### src/rtl/hcsr04_multi_driver.sv
// Multi-channel HC-SR04 ranging controller: one trigger/measure engine shared
// round-robin over NUM_CH sensors, with continuous and single-sweep operation,
// timeout reporting and a per-channel proximity flag.
module hcsr04_multi_driver #(
  parameter int NUM_CH          = 4,
  parameter int TRIG_CYCLES     = 10,
  parameter int TIMEOUT_CYCLES  = 25000,
  parameter int SAMPLING_CYCLES = 60000,
  parameter int TOF_W           = $clog2(TIMEOUT_CYCLES + 1),
  parameter int CH_W            = (NUM_CH > 1) ? $clog2(NUM_CH) : 1
) (
  input  logic              clk_i,
  input  logic              rst_ni,
  input  logic              en_i,
  input  logic              mode_i,
  input  logic              start_i,
  input  logic [NUM_CH-1:0] ch_en_i,
  input  logic [TOF_W-1:0]  near_thresh_i,
  input  logic [NUM_CH-1:0] echo_i,
  output logic [NUM_CH-1:0] trig_o,
  output logic              busy_o,
  output logic              data_valid_o,
  output logic [CH_W-1:0]   data_ch_o,
  output logic [TOF_W-1:0]  tof_o,
  output logic              timeout_err_o,
  output logic [NUM_CH-1:0] near_o
);

  localparam int TMR_W = $clog2(SAMPLING_CYCLES);
  localparam logic [TMR_W-1:0] TRIG_LAST  = TMR_W'(TRIG_CYCLES - 1);
  localparam logic [TMR_W-1:0] RISE_LIMIT = TMR_W'(TRIG_CYCLES + TIMEOUT_CYCLES);
  localparam logic [TMR_W-1:0] FRAME_LAST = TMR_W'(SAMPLING_CYCLES - 1);
  localparam logic [TOF_W-1:0] WIDTH_LAST = TOF_W'(TIMEOUT_CYCLES - 1);

  typedef enum logic [2:0] {
    ST_IDLE,
    ST_TRIG,
    ST_WAIT_RISE,
    ST_MEASURE,
    ST_HOLDOFF
  } state_t;

  state_t            state_q;
  logic [CH_W-1:0]   ch_q;
  logic [CH_W-1:0]   ptr_q;
  logic [TMR_W-1:0]  timer_q;
  logic [TOF_W-1:0]  width_q;
  logic [NUM_CH-1:0] sweep_q;
  logic [NUM_CH-1:0] sync1_q;
  logic [NUM_CH-1:0] sync2_q;
  logic              echo_sel_q;
  logic              echo_prev_q;

  logic [NUM_CH-1:0] trig_q;
  logic              busy_q;
  logic              data_valid_q;
  logic [CH_W-1:0]   data_ch_q;
  logic [TOF_W-1:0]  tof_q;
  logic              timeout_err_q;
  logic [NUM_CH-1:0] near_q;

  logic              rise;
  logic [CH_W-1:0]   next_ptr;
  logic [CH_W-1:0]   base_ptr;
  logic [CH_W-1:0]   idx;
  logic [CH_W-1:0]   cont_ch;
  logic [CH_W-1:0]   first_ch;
  logic [CH_W-1:0]   sweep_ch;
  logic              cont_ok;
  logic              sweep_ok;
  logic              run_req;
  logic              pub;
  logic              pub_to;
  logic [TOF_W-1:0]  pub_tof;
  logic              launch;
  logic [CH_W-1:0]   launch_ch;
  logic [NUM_CH-1:0] launch_sweep;

  // Two-flop synchroniser on every echo pin, then the selected channel is
  // registered after the mux and delayed once more for edge detection.
  always_ff @(posedge clk_i or negedge rst_ni) begin
    if (!rst_ni) begin
      sync1_q     <= '0;
      sync2_q     <= '0;
      echo_sel_q  <= 1'b0;
      echo_prev_q <= 1'b0;
    end else begin
      sync1_q     <= echo_i;
      sync2_q     <= sync1_q;
      echo_sel_q  <= sync2_q[ch_q];
      echo_prev_q <= echo_sel_q;
    end
  end

  // A level that is already high when the engine starts listening has
  // echo_prev_q set too, so it never counts as a rise.
  assign rise = echo_sel_q & ~echo_prev_q;

  // Channel selection: round-robin from the pointer, lowest-first for a new
  // sweep, and the next remaining channel of a sweep in progress.
  always_comb begin
    next_ptr = (int'(ch_q) == NUM_CH - 1) ? '0 : ch_q + CH_W'(1);
    base_ptr = (state_q == ST_HOLDOFF) ? next_ptr : ptr_q;
    idx      = '0;
    cont_ok  = 1'b0;
    cont_ch  = '0;
    first_ch = '0;
    sweep_ok = 1'b0;
    sweep_ch = '0;
    // Descending scan so the lowest offset / index is the last one written.
    for (int k = NUM_CH - 1; k >= 0; k--) begin
      idx = CH_W'((int'(base_ptr) + k) % NUM_CH);
      if (ch_en_i[idx]) begin
        cont_ok = 1'b1;
        cont_ch = idx;
      end
      if (ch_en_i[k]) begin
        first_ch = CH_W'(k);
      end
      if (sweep_q[k] && (k > int'(ch_q))) begin
        sweep_ok = 1'b1;
        sweep_ch = CH_W'(k);
      end
    end
  end

  // Decide when a result is published and when a new frame is launched.
  always_comb begin
    run_req      = mode_i ? start_i : en_i;
    pub          = 1'b0;
    pub_to       = 1'b0;
    pub_tof      = '0;
    launch       = 1'b0;
    launch_ch    = '0;
    launch_sweep = '0;
    case (state_q)
      ST_IDLE: begin
        if (run_req && (|ch_en_i)) begin
          launch = 1'b1;
          if (mode_i) begin
            launch_ch    = first_ch;
            launch_sweep = ch_en_i;
          end else begin
            launch_ch = cont_ch;
          end
        end
      end
      ST_WAIT_RISE: begin
        if (!rise && (timer_q == RISE_LIMIT)) begin
          pub    = 1'b1;
          pub_to = 1'b1;
        end
      end
      ST_MEASURE: begin
        if (!echo_sel_q) begin
          pub     = 1'b1;
          pub_tof = width_q;
        end else if (width_q == WIDTH_LAST) begin
          pub    = 1'b1;
          pub_to = 1'b1;
        end
      end
      ST_HOLDOFF: begin
        if (timer_q == FRAME_LAST) begin
          if (!mode_i && en_i && cont_ok) begin
            launch    = 1'b1;
            launch_ch = cont_ch;
          end else if (mode_i && sweep_ok) begin
            launch       = 1'b1;
            launch_ch    = sweep_ch;
            launch_sweep = sweep_q;
          end
        end
      end
      default: ;
    endcase
  end

  // Measurement engine FSM with registered pin and result outputs.
  always_ff @(posedge clk_i or negedge rst_ni) begin
    if (!rst_ni) begin
      state_q       <= ST_IDLE;
      ch_q          <= '0;
      ptr_q         <= '0;
      timer_q       <= '0;
      width_q       <= '0;
      sweep_q       <= '0;
      trig_q        <= '0;
      busy_q        <= 1'b0;
      data_valid_q  <= 1'b0;
      data_ch_q     <= '0;
      tof_q         <= '0;
      timeout_err_q <= 1'b0;
      near_q        <= '0;
    end else begin
      data_valid_q <= 1'b0;
      // Frame timer saturates at the last frame cycle instead of wrapping.
      if (timer_q != FRAME_LAST) begin
        timer_q <= timer_q + TMR_W'(1);
      end
      case (state_q)
        ST_TRIG: begin
          if (timer_q == TRIG_LAST) begin
            trig_q  <= '0;
            state_q <= ST_WAIT_RISE;
          end
        end
        ST_WAIT_RISE: begin
          if (rise) begin
            width_q <= TOF_W'(1);
            state_q <= ST_MEASURE;
          end
        end
        ST_MEASURE: begin
          if (echo_sel_q && (width_q != WIDTH_LAST)) begin
            width_q <= width_q + TOF_W'(1);
          end
        end
        ST_HOLDOFF: begin
          if (timer_q == FRAME_LAST) begin
            ptr_q   <= next_ptr;
            state_q <= ST_IDLE;
            busy_q  <= 1'b0;
          end
        end
        default: ;
      endcase
      if (pub) begin
        state_q       <= ST_HOLDOFF;
        data_valid_q  <= 1'b1;
        data_ch_q     <= ch_q;
        tof_q         <= pub_tof;
        timeout_err_q <= pub_to;
        near_q[ch_q]  <= !pub_to && (pub_tof < near_thresh_i);
      end
      // A launch out of HOLDOFF overrides the drop to IDLE above.
      if (launch) begin
        state_q <= ST_TRIG;
        busy_q  <= 1'b1;
        ch_q    <= launch_ch;
        sweep_q <= launch_sweep;
        timer_q <= '0;
        trig_q  <= NUM_CH'(1) << launch_ch;
      end
    end
  end

  assign trig_o        = trig_q;
  assign busy_o        = busy_q;
  assign data_valid_o  = data_valid_q;
  assign data_ch_o     = data_ch_q;
  assign tof_o         = tof_q;
  assign timeout_err_o = timeout_err_q;
  assign near_o        = near_q;

endmodule
### config.mk
export PLATFORM = sky130hd
export DESIGN_NAME = hcsr04_multi_driver
export DESIGN_NICKNAME = d
export VERILOG_FILES = /design/src/rtl/hcsr04_multi_driver.sv
export SDC_FILE = /design/constraint.sdc
export NUM_CORES = 1
export LEC_CHECK = 0
export CORE_ASPECT_RATIO = 1.4
export CORE_MARGIN = 1.5
export CORE_UTILIZATION = 40
export CTS_CLUSTER_DIAMETER = 40
export CTS_CLUSTER_SIZE = 25
export DETAILED_ROUTE_END_ITERATION = 8
export GPL_TIMING_DRIVEN = 0
export SLEW_MARGIN = 15
export SYNTH_ARGS = -nofsm -noshare
export SYNTH_HDL_FRONTEND = slang
export SYNTH_SLANG_ARGS = --single-unit
### constraint.sdc
create_clock -name clk_i -period 2.9 [get_ports clk_i]
set_clock_uncertainty 0.1 [all_clocks]
set_input_delay 0.58 -clock clk_i [delete_from_list [all_inputs] [get_ports clk_i]]
set_output_delay 0.58 -clock clk_i [all_outputs]
set_load 0.01 [all_outputs]
## After elaboration in Yosys (flattened, before gate mapping)

Index checks and enable logic that the tools add are counted.

| cells by class | value |
|---|---|
| add/subtract/negate cells | 6 |
| $mul | 0 |
| div/mod/pow operators | 0 |
| order comparisons | 10 |
| equal/unequal tests | 17 |
| shift operators | 1 |
| muxes and demuxes | 77 |
| bitwise operators | 2 |
| reduce and logical (&&, ||, !) cells | 29 |

Operators with widths:

| cell | number |
|---|---|
| 2-to-1 mux 15 bit | 4 |
| 2-to-1 mux 2 bit | 18 |
| 2-to-1 mux 16 bit | 2 |
| 2-to-1 mux 4 bit | 8 |
| one-hot mux 15 bit (2 select lines) | 1 |
| 2-to-1 mux 1 bit | 26 |
| adder 16 x 1 -> 16 bit, second input constant | 1 |
| == test 16 x 15 -> 1 bit, second input constant | 1 |
| == test 16 bit, second input constant | 1 |
| == test 16 x 4 -> 1 bit, second input constant | 1 |
| != test 16 bit, second input constant | 1 |
| adder 15 x 1 -> 15 bit, second input constant | 1 |
| == test 15 bit, second input constant | 1 |
| < comparator 15 bit | 1 |
| < comparator 2 x 3 -> 1 bit, second input constant | 5 |
| 2-to-1 mux 3 bit | 5 |
| != test 15 bit, second input constant | 1 |
| != test 4 bit, second input constant | 3 |
| nonzero test 2 bit | 6 |
| logical AND 1 bit | 11 |
| binary-select mux 1 bit (select 2 bit) | 5 |
| one-hot mux 3 bit (3 select lines) | 1 |
| one-hot mux 4 bit (2 select lines) | 1 |
| AND reduction 2 bit | 4 |
| other kinds (24) | 33 |

| storage, ports and cells | value |
|---|---|
| register bits | 80 |
| bits in latches | 0 |
| RAM bits | 0 |
| memory bits (read-only) | 0 |
| logic and storage cells | 159 |
| memories kept | 0 |

## Longest topological paths before layout

| logic depth | value |
|---|---|
| depth after elaboration | 16 |
| depth in mapped cells | 11 |

## Worst setup path before layout

No wires, ideal clock.

| timing path | value |
|---|---|
| path kind | register to register |
| start point | reg state_q[2] |
| end point | reg near_q[0] (netlist: near_o[0]) |
| setup time | 0.066 ns |
| arrival | 2.335 ns |
| data required time | 2.734 ns |
| slack | 0.399 ns |
| stages on the path, launching flop included | 12 |
| buffers on the path | 2 |
| period minus slack after synthesis | 2.501 ns |
| cells stage by stage | dfrtp_1 -> buf_4 -> and4bb_2 -> clkbuf_1 -> and2_1 -> ha_1 -> a21o_1 -> a21o_1 -> a21oi_1 -> nor2_1 -> nor3_1 -> mux2_1 |

| on the way | value |
|---|---|
| word-level cells in the longest chain between the ends | 5 |

RTL lines:

| item | line | text |
|---|---|---|
| start: declaration | 43 | `state_t state_q;` |
| start signal: assignment | 182 | `state_q <= ST_IDLE;` |
| start signal: assignment | 205 | `state_q <= ST_WAIT_RISE;` |
| start signal: assignment | 211 | `state_q <= ST_MEASURE;` |
| == test 3 x 2 -> 1 bit | 136 | `case (state_q)` |
| 2-to-1 mux 15 bit | 136 |  |
| via pub_tof[8] | 74 | `logic [TOF_W-1:0] pub_tof;` |
| < comparator 15 bit | 234 | `near_q[ch_q] <= !pub_to && (pub_tof < near_thresh_i);` |
| logical AND 1 bit | 234 |  |
| bitwise mux 4 bit | 234 |  |
| end signal: indexed assignment | 234 |  |
| end: declaration | 60 | `logic [NUM_CH-1:0] near_q;` |

The timed path passes the listed nets, and every way through them passes these cells.
A chain may end at the register's enable or synchronous reset.

## Worst setup path in the final report

| timing path | value |
|---|---|
| start point | reg state_q[1] |
| end point | reg near_q[0] (netlist: near_o[0]) |

The elaborated chain is that of the path after synthesis.

==> results.sh <==
export IMPL_holdWs_ns=0.0602
export IMPL_fp_row_count=44
export IMPL_synthCells=439
export IMPL_placed_cell_area_mm2=0.00509
export IMPL_place_congestion=0.806
export IMPL_worstPathArrival_ns=2.80
export IMPL_maxCapViolCount=0
export IMPL_grt_antenna_before_repair=0
export IMPL_path_clk_slew_ns=0.06
export IMPL_grt_overflow_total=0
export IMPL_num_io_pins=56
export IMPL_async_flop_share_pct=100
export IMPL_ys_warn_count=0
export IMPL_place_inst=633
export IMPL_timing_final_crit_share_pct=92.1
export IMPL_wl_per_cell_um=15.8
export IMPL_tns_ns=0
export IMPL_dieArea_mm2=0.0115
export IMPL_holdBufCountCts=0
export IMPL_p_leak_nw=2.50
export IMPL_cts_tree="done"
export IMPL_critPathRequiredTime_ns=3.03
export IMPL_end_kind="register"
export IMPL_antenna_left=0
export IMPL_p_per_area_mw_per_mm2=521
export IMPL_rsz0062_at_grt="false"
export IMPL_r2r_setup_slack_ns=0.23
export IMPL_fmax_ghz=0.375
export IMPL_firstDrtPassIters=4
export IMPL_utilization_pct=51.5
export IMPL_initialDrtViolationCount=138
export IMPL_synthToLayoutAreaGrowth_pct=24.2
export IMPL_die_w_um=91.0
export IMPL_synth_top_cell_area_share_pct=45.6
export IMPL_numCtsBuffers=9
export IMPL_worstReg2RegStart="state_q[1]"
export IMPL_syn_avg_cell_area_um2=9.88
export IMPL_fin_nets=555
export IMPL_drc_errors=0
export IMPL_cts_sinks=79
export IMPL_postCtsSetupRepairBufs=0
export IMPL_fin_crit_ns=2.67
export IMPL_setup_viol=0
export IMPL_hold_viol_final=0
export IMPL_final_layout_size_suffix_gt1_share_pct=9.23
export IMPL_path_class="reg -> reg"
export IMPL_yosys_area_top_type="dfrtp_1"
export IMPL_start_util_pct=41.5
export IMPL_tightestPinTransition_ns=0.680
export IMPL_fin_cells=647
export IMPL_critPathLaunch="state_q[1]"
export IMPL_dr_total_vias=3379
export IMPL_drv_slew=0
export IMPL_routed_wl_um=10200
export IMPL_grt_pass1_vias=3442
export IMPL_power_total_mw=2.81
export IMPL_endpoint="near_o[0]"
export IMPL_insertion_delay_ns=0.35
export IMPL_fin_area_mm2=0.00539
export IMPL_slew_headroom_pct=54.0
export IMPL_grt_use_total_pct=18.8
export IMPL_grt_pass1_wl_um=16800
export IMPL_clockBufferDepth=2
export IMPL_synth_flop_cell="dfrtp_1"
export IMPL_die_height_um=126
export IMPL_port_buffers=55
export IMPL_synth_area_leaders="dfrtp_1 (46%), ha_1 (6.3%), xnor2_1 (4.8%), nor2_1 (4.2%), nand2_1 (3.4%)"
export IMPL_root_buffer="clkbuf_16"
export IMPL_hp_class="in -> async"
export IMPL_synth_area_mm2=0.00434
export IMPL_diodes=0
export IMPL_status="complete, no violations"
export IMPL_synth_seq_cells=79
export IMPL_pre_cts_ws_ns=-0.286
export IMPL_vias_per_cell=5.22
export IMPL_synth_cell_type_count=69
export IMPL_cts_resized=2
export IMPL_path_max_fanout=16
export IMPL_rr_worst_depth=10
export IMPL_irDropWorstVdd_uv=353
export IMPL_setup_slack_ns=0.230
export IMPL_syn_nets=489
export IMPL_hpwl_um=7630
export IMPL_h_tree_depth=3
export IMPL_grt_max_degree=51
export IMPL_layout_common_cells="dfrtp_1 (79), clkdlybuf4s50_1 (54), nor2_1 (49), nand2_1 (39), inv_1 (26)"
export IMPL_synth_edf_count=0
export IMPL_yosysSeqAreaShare_pct=45.6
export IMPL_n_fill_cell=1006
export IMPL_coreArea_mm2=0.0105
export IMPL_rr_endpoint="near_o[0]"
export IMPL_critPathLaunchType="register"
export IMPL_final_common_cell="dfrtp_1"
-- Yosys cell counts (3+ instances only) --
cell,instances
dfrtp_1,79
nor2_1,49
nand2_1,39
inv_1,26
xnor2_1,24
ha_1,22
and2_1,19
a21o_1,18
nand3_1,15
o21ai_0,14
nor3_1,13
a21oi_1,7
and3_1,7
nand4_1,6
nor4b_1,6
a22o_1,5
buf_2,5
a211oi_1,4
clkbuf_1,4
mux2_1,4
nand2b_1,4
nor2b_1,4
nor4_1,4
and4_1,3
nor3b_1,3
o211ai_1,3
-- worst max-delay path, stage by stage, from the launching register on --
cell and delay, ns:
dfrtp_1 0.39, buf_2 0.19, and4bb_4 0.27, and2_1 0.22, ha_1 0.32, nand4_1 0.16
nor3_1 0.22, o2111ai_1 0.14, a21oi_2 0.18, nor3_4 0.07, mux2_1 0.28
-- metal layers --
layer / GRT usage [%] / vias up / routed length [µm]
met5: 0 / - / 0
met4: 9.38 / 0 / 247
met3: 2.11 / 15 / 238
met2: 34.4 / 51 / 5470
met1: 21.3 / 1635 / 4240
li1: - / 1678 / -
-- how the worst min path moves through the flow --
| stage | start | to | slack (ns) | cells after the start |
|---|---|---|---|---|
| after global routing | rst_ni | tof_o[5] | 0.10 | 1 |
| after global placement | sync1_q[0] | sync2_q[0] | 0.24 | 0 |
| after CTS | rst_ni | tof_o[5] | 0.07 | 1 |
| after detailed placement | sync1_q[0] | sync2_q[0] | 0.23 | 0 |
| final | rst_ni | tof_o[5] | 0.06 | 1 |
| after floorplan | rst_ni | busy_o | 0.18 | 0 |
-- sequential cells by signal, indices dropped and copies added (netlist names) --
register	flops
state_q	3
echo_prev_q	1
data_ch_o	2
ch_q	2
timer_q	16
sync1_q	4
tof_o	15
trig_o	4
timeout_err_o	1
sweep_q	3
width_q	15
echo_sel_q	1
ptr_q	2
sync2_q	4
near_o	4
data_valid_o	1
busy_o	1
-- power breakdown --
group	internal (mW)	switching, mW	leakage [nW]	total (mW)
Clock	0.659	0.439	0.135	1.10
Sequential	1.21	0.143	1.01	1.36
Combinational	0.181	0.173	1.36	0.354
-- cell families (layout without fill, tap and decap cells) --
| family | Yosys count | in the layout | share of synthesized area (%) |
|---|---|---|---|
| AOI/OAI and AO/OA | 72 | 72 | 11.7 |
| xor gates and xnor gates | 25 | 25 | 5.05 |
| adders and majority gates | 22 | 22 | 6.34 |
| buffers and inverters | 39 | 109 | 4.07 |
| DFF | 79 | 79 | 45.6 |
| muxes | 8 | 8 | 2.31 |
| and+or+nand+nor | 194 | 194 | 25.0 |
-- cell type report --
class / instances / area (µm²) / area share [%]
Clock inverter: 4 / 47.5 / 0.882
Timing Repair Buffer: 56 / 576 / 10.7
Tap cell: 138 / 173 / 3.20
Sequential cell: 79 / 1980 / 36.7
Clock buffer: 11 / 233 / 4.32
Buffer: 11 / 66.3 / 1.23
Multi-Input combinational cell: 321 / 2210 / 41.0
Inverter: 27 / 106 / 1.97
Power figures use the tool's default switching activity.
==> RTL edit 1: new RTL, same settings <==
Change the parameter `SAMPLING_CYCLES` from 60000 to 15000.
--- a/src/rtl/hcsr04_multi_driver.sv
+++ b/src/rtl/hcsr04_multi_driver.sv
@@ -6,5 +6,5 @@
   parameter int TRIG_CYCLES     = 10,
   parameter int TIMEOUT_CYCLES  = 25000,
-  parameter int SAMPLING_CYCLES = 60000,
+  parameter int SAMPLING_CYCLES = 15000,
   parameter int TOF_W           = $clog2(TIMEOUT_CYCLES + 1),
   parameter int CH_W            = (NUM_CH > 1) ? $clog2(NUM_CH) : 1
Behaviour: no difference found for any inputs over 10 cycles, from zero or initial values and one cycle with rst_ni low; that may be too few to reach the edited logic, so the function may still have changed.
==> RTL edit 1 against the unedited design <==
- synthesized cell count shrank 5.2%
- critical endpoint is now trig_o[1]
- wire length is 3.6% lower
- cell area decreased by 3.4%
- highest routed layer unchanged
- sequential cell count fell by 2
- area after synthesis decreased by 5.6%
- setup slack got worse by 0.088 ns
- critical path depth fell by 3
- maximum frequency fell by 3.2%
Power is not compared: it rests on default switching activity, and its combinational part moved more than twofold at a synthesized area within 25%.
==> RTL edit 1: results (changes against the unedited design) <==
[placed_design]
routabilityCongestion = 0.914  ; +13%
place_worst_setup_slack_ns = -0.514  ; -0.228 ns
numPortBuffers = 54  ; -1.8%
dp_hpwl_mm = 7.35  ; -3.7%

[sta]
slew_headroom_pct = 56.8  ; +2.7 points
hold_slack_ns = 0.0828  ; +0.0226 ns

[synthesis]
synthTopCellsByCount = 77 x dfrtp_1, 39 x nand2_1, 39 x nor2_1
ys_seq_area_share_pct = 47.0  ; +1.5 points
synth_area_leaders = dfrtp_1 47%, ha_1 6.7%, xnor2_1 4.3%
yosys.area_share.adder_pct = 6.72  ; +0.37 points
syn-num-nets = 466  ; -4.7%
synthXorXnorAreaFrac_pct = 5.13  ; +0.084 points
muxShareOfSynthArea_pct = 1.07  ; -1.2 points

[run_status]
status = finished clean

[setup_path]
worstReg2RegEnd = trig_o[1]
crit_path_start = ch_q[0]
rrSetupSlack_ns = 0.14  ; -0.09 ns
crit_fanout = 8  ; -8
reg2reg_depth = 7  ; -3

[global_route]
use_met2_pct = 33.8  ; -0.59 points
grt_usage_pct = 19.6  ; +0.78 points
met3_usage_pct = 3.90  ; +1.8 points
grt_use_met1_pct = 23.7  ; +2.4 points
grt_pass1_wl_mm = 16.1  ; -4.5%
grt_pass1_vias = 3224  ; -6.3%
grt_max_degree = 47  ; -7.8%

[route]
wl_met2_mm = 5.08  ; -7.1%
wl_met1_mm = 4.24  ; +0.14%
met3_length_um = 296  ; +24%
num_vias = 3247  ; -3.9%
wl_mm = 9.83  ; -3.6%

[clock_network]
clock_latency_ns = 0.33  ; -0.02 ns
cts-resized-gates = 6  ; +4

[final_layout]
drive_above_1_share_pct = 9.15  ; -0.087 points
fin_nets = 537  ; -3.2%

[RTL edit 1: cell count changes after synthesis, moves of 5 or more]
cell      delta
and2_1       -5
clkbuf_1     +6
nor2_1      -10
o21ai_0     -11
o21ai_1      +7
[RTL edit 1: worst max-delay path by stage]
stage,end,cells after the start
4_1_cts,near_o[1],10
3_3_place_gp,timer_q[7],1
5_1_grt,near_o[1],7
6_report,trig_o[1],7
2_1_floorplan,near_o[0],11
3_5_place_dp,near_o[0],11
[RTL edit 1: layout make-up]
class	instances	area (sq um)
clock inverters	3	20.0
clock buffers	13	260
repair buffers	63	626
multi-input cells	301	2060
well taps	135	169
plain buffers	10	48.8
fillers	930	4750
flip-flops and latches	77	1930
inverters	25	93.8
[RTL edit 1: per-stage QoR]
| stage | cells | cell area, sq um |
|---|---|---|
| floorplan | 416 | 4100 |
| global placement | 605 | 4810 |
| detailed placement | 606 | 4830 |
| CTS | 619 | 5120 |
| global route | 627 | 5210 |
| finish | 627 | 5210 |
==> RTL edit 2: new RTL, config.mk and constraints unchanged <==
Made on the original files. Compare `timer_q` against `FRAME_LAST` with >= in place of ==.
--- a/src/rtl/hcsr04_multi_driver.sv
+++ b/src/rtl/hcsr04_multi_driver.sv
@@ -218,5 +218,5 @@
         end
         ST_HOLDOFF: begin
-          if (timer_q == FRAME_LAST) begin
+          if (timer_q >= FRAME_LAST) begin
             ptr_q   <= next_ptr;
             state_q <= ST_IDLE;
Formal check against the unedited RTL: same outputs for any inputs over 10 cycles, from zero or initial values and one cycle with rst_ni low; that may be too few to reach the edited logic, so the function may still have changed.
==> RTL edit 2 against the unedited design <==
- total power up 4.2%
- first-iteration DRC count down 21%
- sequential cell count unchanged
- cell area up 1.6%
- wire length down 1.7%
- non-clock buffer count down 1
- synthesized cell count down 0.23%
- count of clock-buffer cells in the layout unchanged
- die area up 1.4%
- area after synthesis up 1.4%
- sequential power down 5%
- utilization down 0.61 points
- setup slack worse by 0.032 ns
==> RTL edit 2: results (changes against the unedited design) <==
[setup_path]
cpMaxStageDelayCell = or4_1
r2r_start = state_q[0]
cp_slowest_stage_delay_ns = 0.52  ; +0.13 ns
crit_end = near_o[0]
reg2reg_depth = 8  ; -2
rrSetupSlack_ns = 0.20  ; -0.03 ns
crit_fanout = 15  ; -1
arrival_ns = 2.88  ; +0.08 ns

[synthesis]
yosysWarnings = 0  ; unchanged
synthTopCellsByCount = 79 x dfrtp_1, 45 x nor2_1, 36 x nand2_1
synth_top_flop_cell = dfrtp_1
avgSynthCellArea_sq_um = 10.0  ; +1.6%
muxShareOfSynthArea_pct = 3.18  ; +0.88 points
syn-num-nets = 488  ; -0.20%
synth_area_leaders = dfrtp_1 45%, ha_1 6.3%, xnor2_1 4.0%
synthArstFlopShare_pct = 100  ; unchanged
synthXorXnorAreaFrac_pct = 4.98  ; -0.070 points
synth_cell_types = 72  ; +4.3%
synth_compound_area_share_pct = 12.5  ; +0.75 points
ys_seq_area_share_pct = 44.9  ; -0.63 points
yosys.area_share.adder_pct = 6.26  ; -0.088 points

[route]
top_layer = met4
first_iter_violations = 109  ; -21%
wl_met1_mm = 4.27  ; +0.71%
num_vias = 3399  ; +0.59%
wl_per_cell_um = 15.4  ; -2.0%
met3_length_um = 356  ; +50%
wl_mm = 10.0  ; -1.7%
wl_met2_mm = 5.18  ; -5.3%

[final_layout]
final.fill_count = 1013  ; +0.70%
n_antenna_cell = 0  ; unchanged
fin_nets = 553  ; -0.36%
final_common_cell = dfrtp_1
drive_above_1_share_pct = 9.84  ; +0.61 points

[clock_network]
cts_buffer_depth = 2  ; unchanged
clock_latency_ns = 0.34
htree_num_levels = 3  ; unchanged
cts-resized-gates = 1  ; -1
cts_setup_buffers = 0  ; unchanged

[pwr]
seqPwrFrac_pct = 44.0  ; -4.3 points
ir_drop_mv = 0.485  ; +38%
leakage_nw = 2.51  ; +0.44%
clk-power_mw = 1.28  ; +16%
p_sw_share_pct = 25.0  ; -1.9 points

[placed_design]
routabilityCongestion = 0.880  ; +9.1%
dp.cells = 634  ; +0.16%
dp_hpwl_mm = 7.63  ; about the same
numPortBuffers = 54  ; -1.8%

[sta]
slew_headroom_pct = 50.6  ; -3.4 points

[global_route]
grt_pass1_wl_mm = 17.0  ; +0.94%
grt_pass1_vias = 3495  ; +1.5%
use_met2_pct = 33.2  ; -1.2 points
met3_usage_pct = 3.21  ; +1.1 points
grt_max_degree = 45  ; -12%
grt_usage_pct = 18.4  ; -0.38 points
grt_use_met1_pct = 21.6  ; +0.32 points

[run_status]
status = finished clean

## RTL edit 2: changes by cell type in the layout (fill, tap and decap cells not counted), moves of 4 or more
cell / change
and3_1: -5
and2_1: -5
xor2_1: +4
nor4_1: +4
a21o_1: +4
xnor2_1: -4
nor2_1: -4
## RTL edit 2: stage by stage
stage	instance area, sq um	hold WS, ns	power [mW]	utilization [%]	setup slack (ns)
CTS	5480	0.115	2.96	50.9	0.137
global route	5480	0.127	3.07	50.9	0.00120
floorplan	4400	0.184	1.52	-	0.352
global placement	5120	0.237	1.65	47.6	-1.69
detailed placement	5130	0.237	1.66	47.7	-0.249
finish	5480	0.0972	2.93	50.9	0.198
## RTL edit 2: final cells by class
type | count | share of cell area (%)
well taps | 141 | 3.22
plain buffers | 11 | 1.03
clock buffers | 11 | 4.25
multi-input cells | 322 | 41.5
flip-flops and latches | 79 | 36.1
inverters | 25 | 1.74
clock inverters | 5 | 1.94
repair buffers | 55 | 10.2
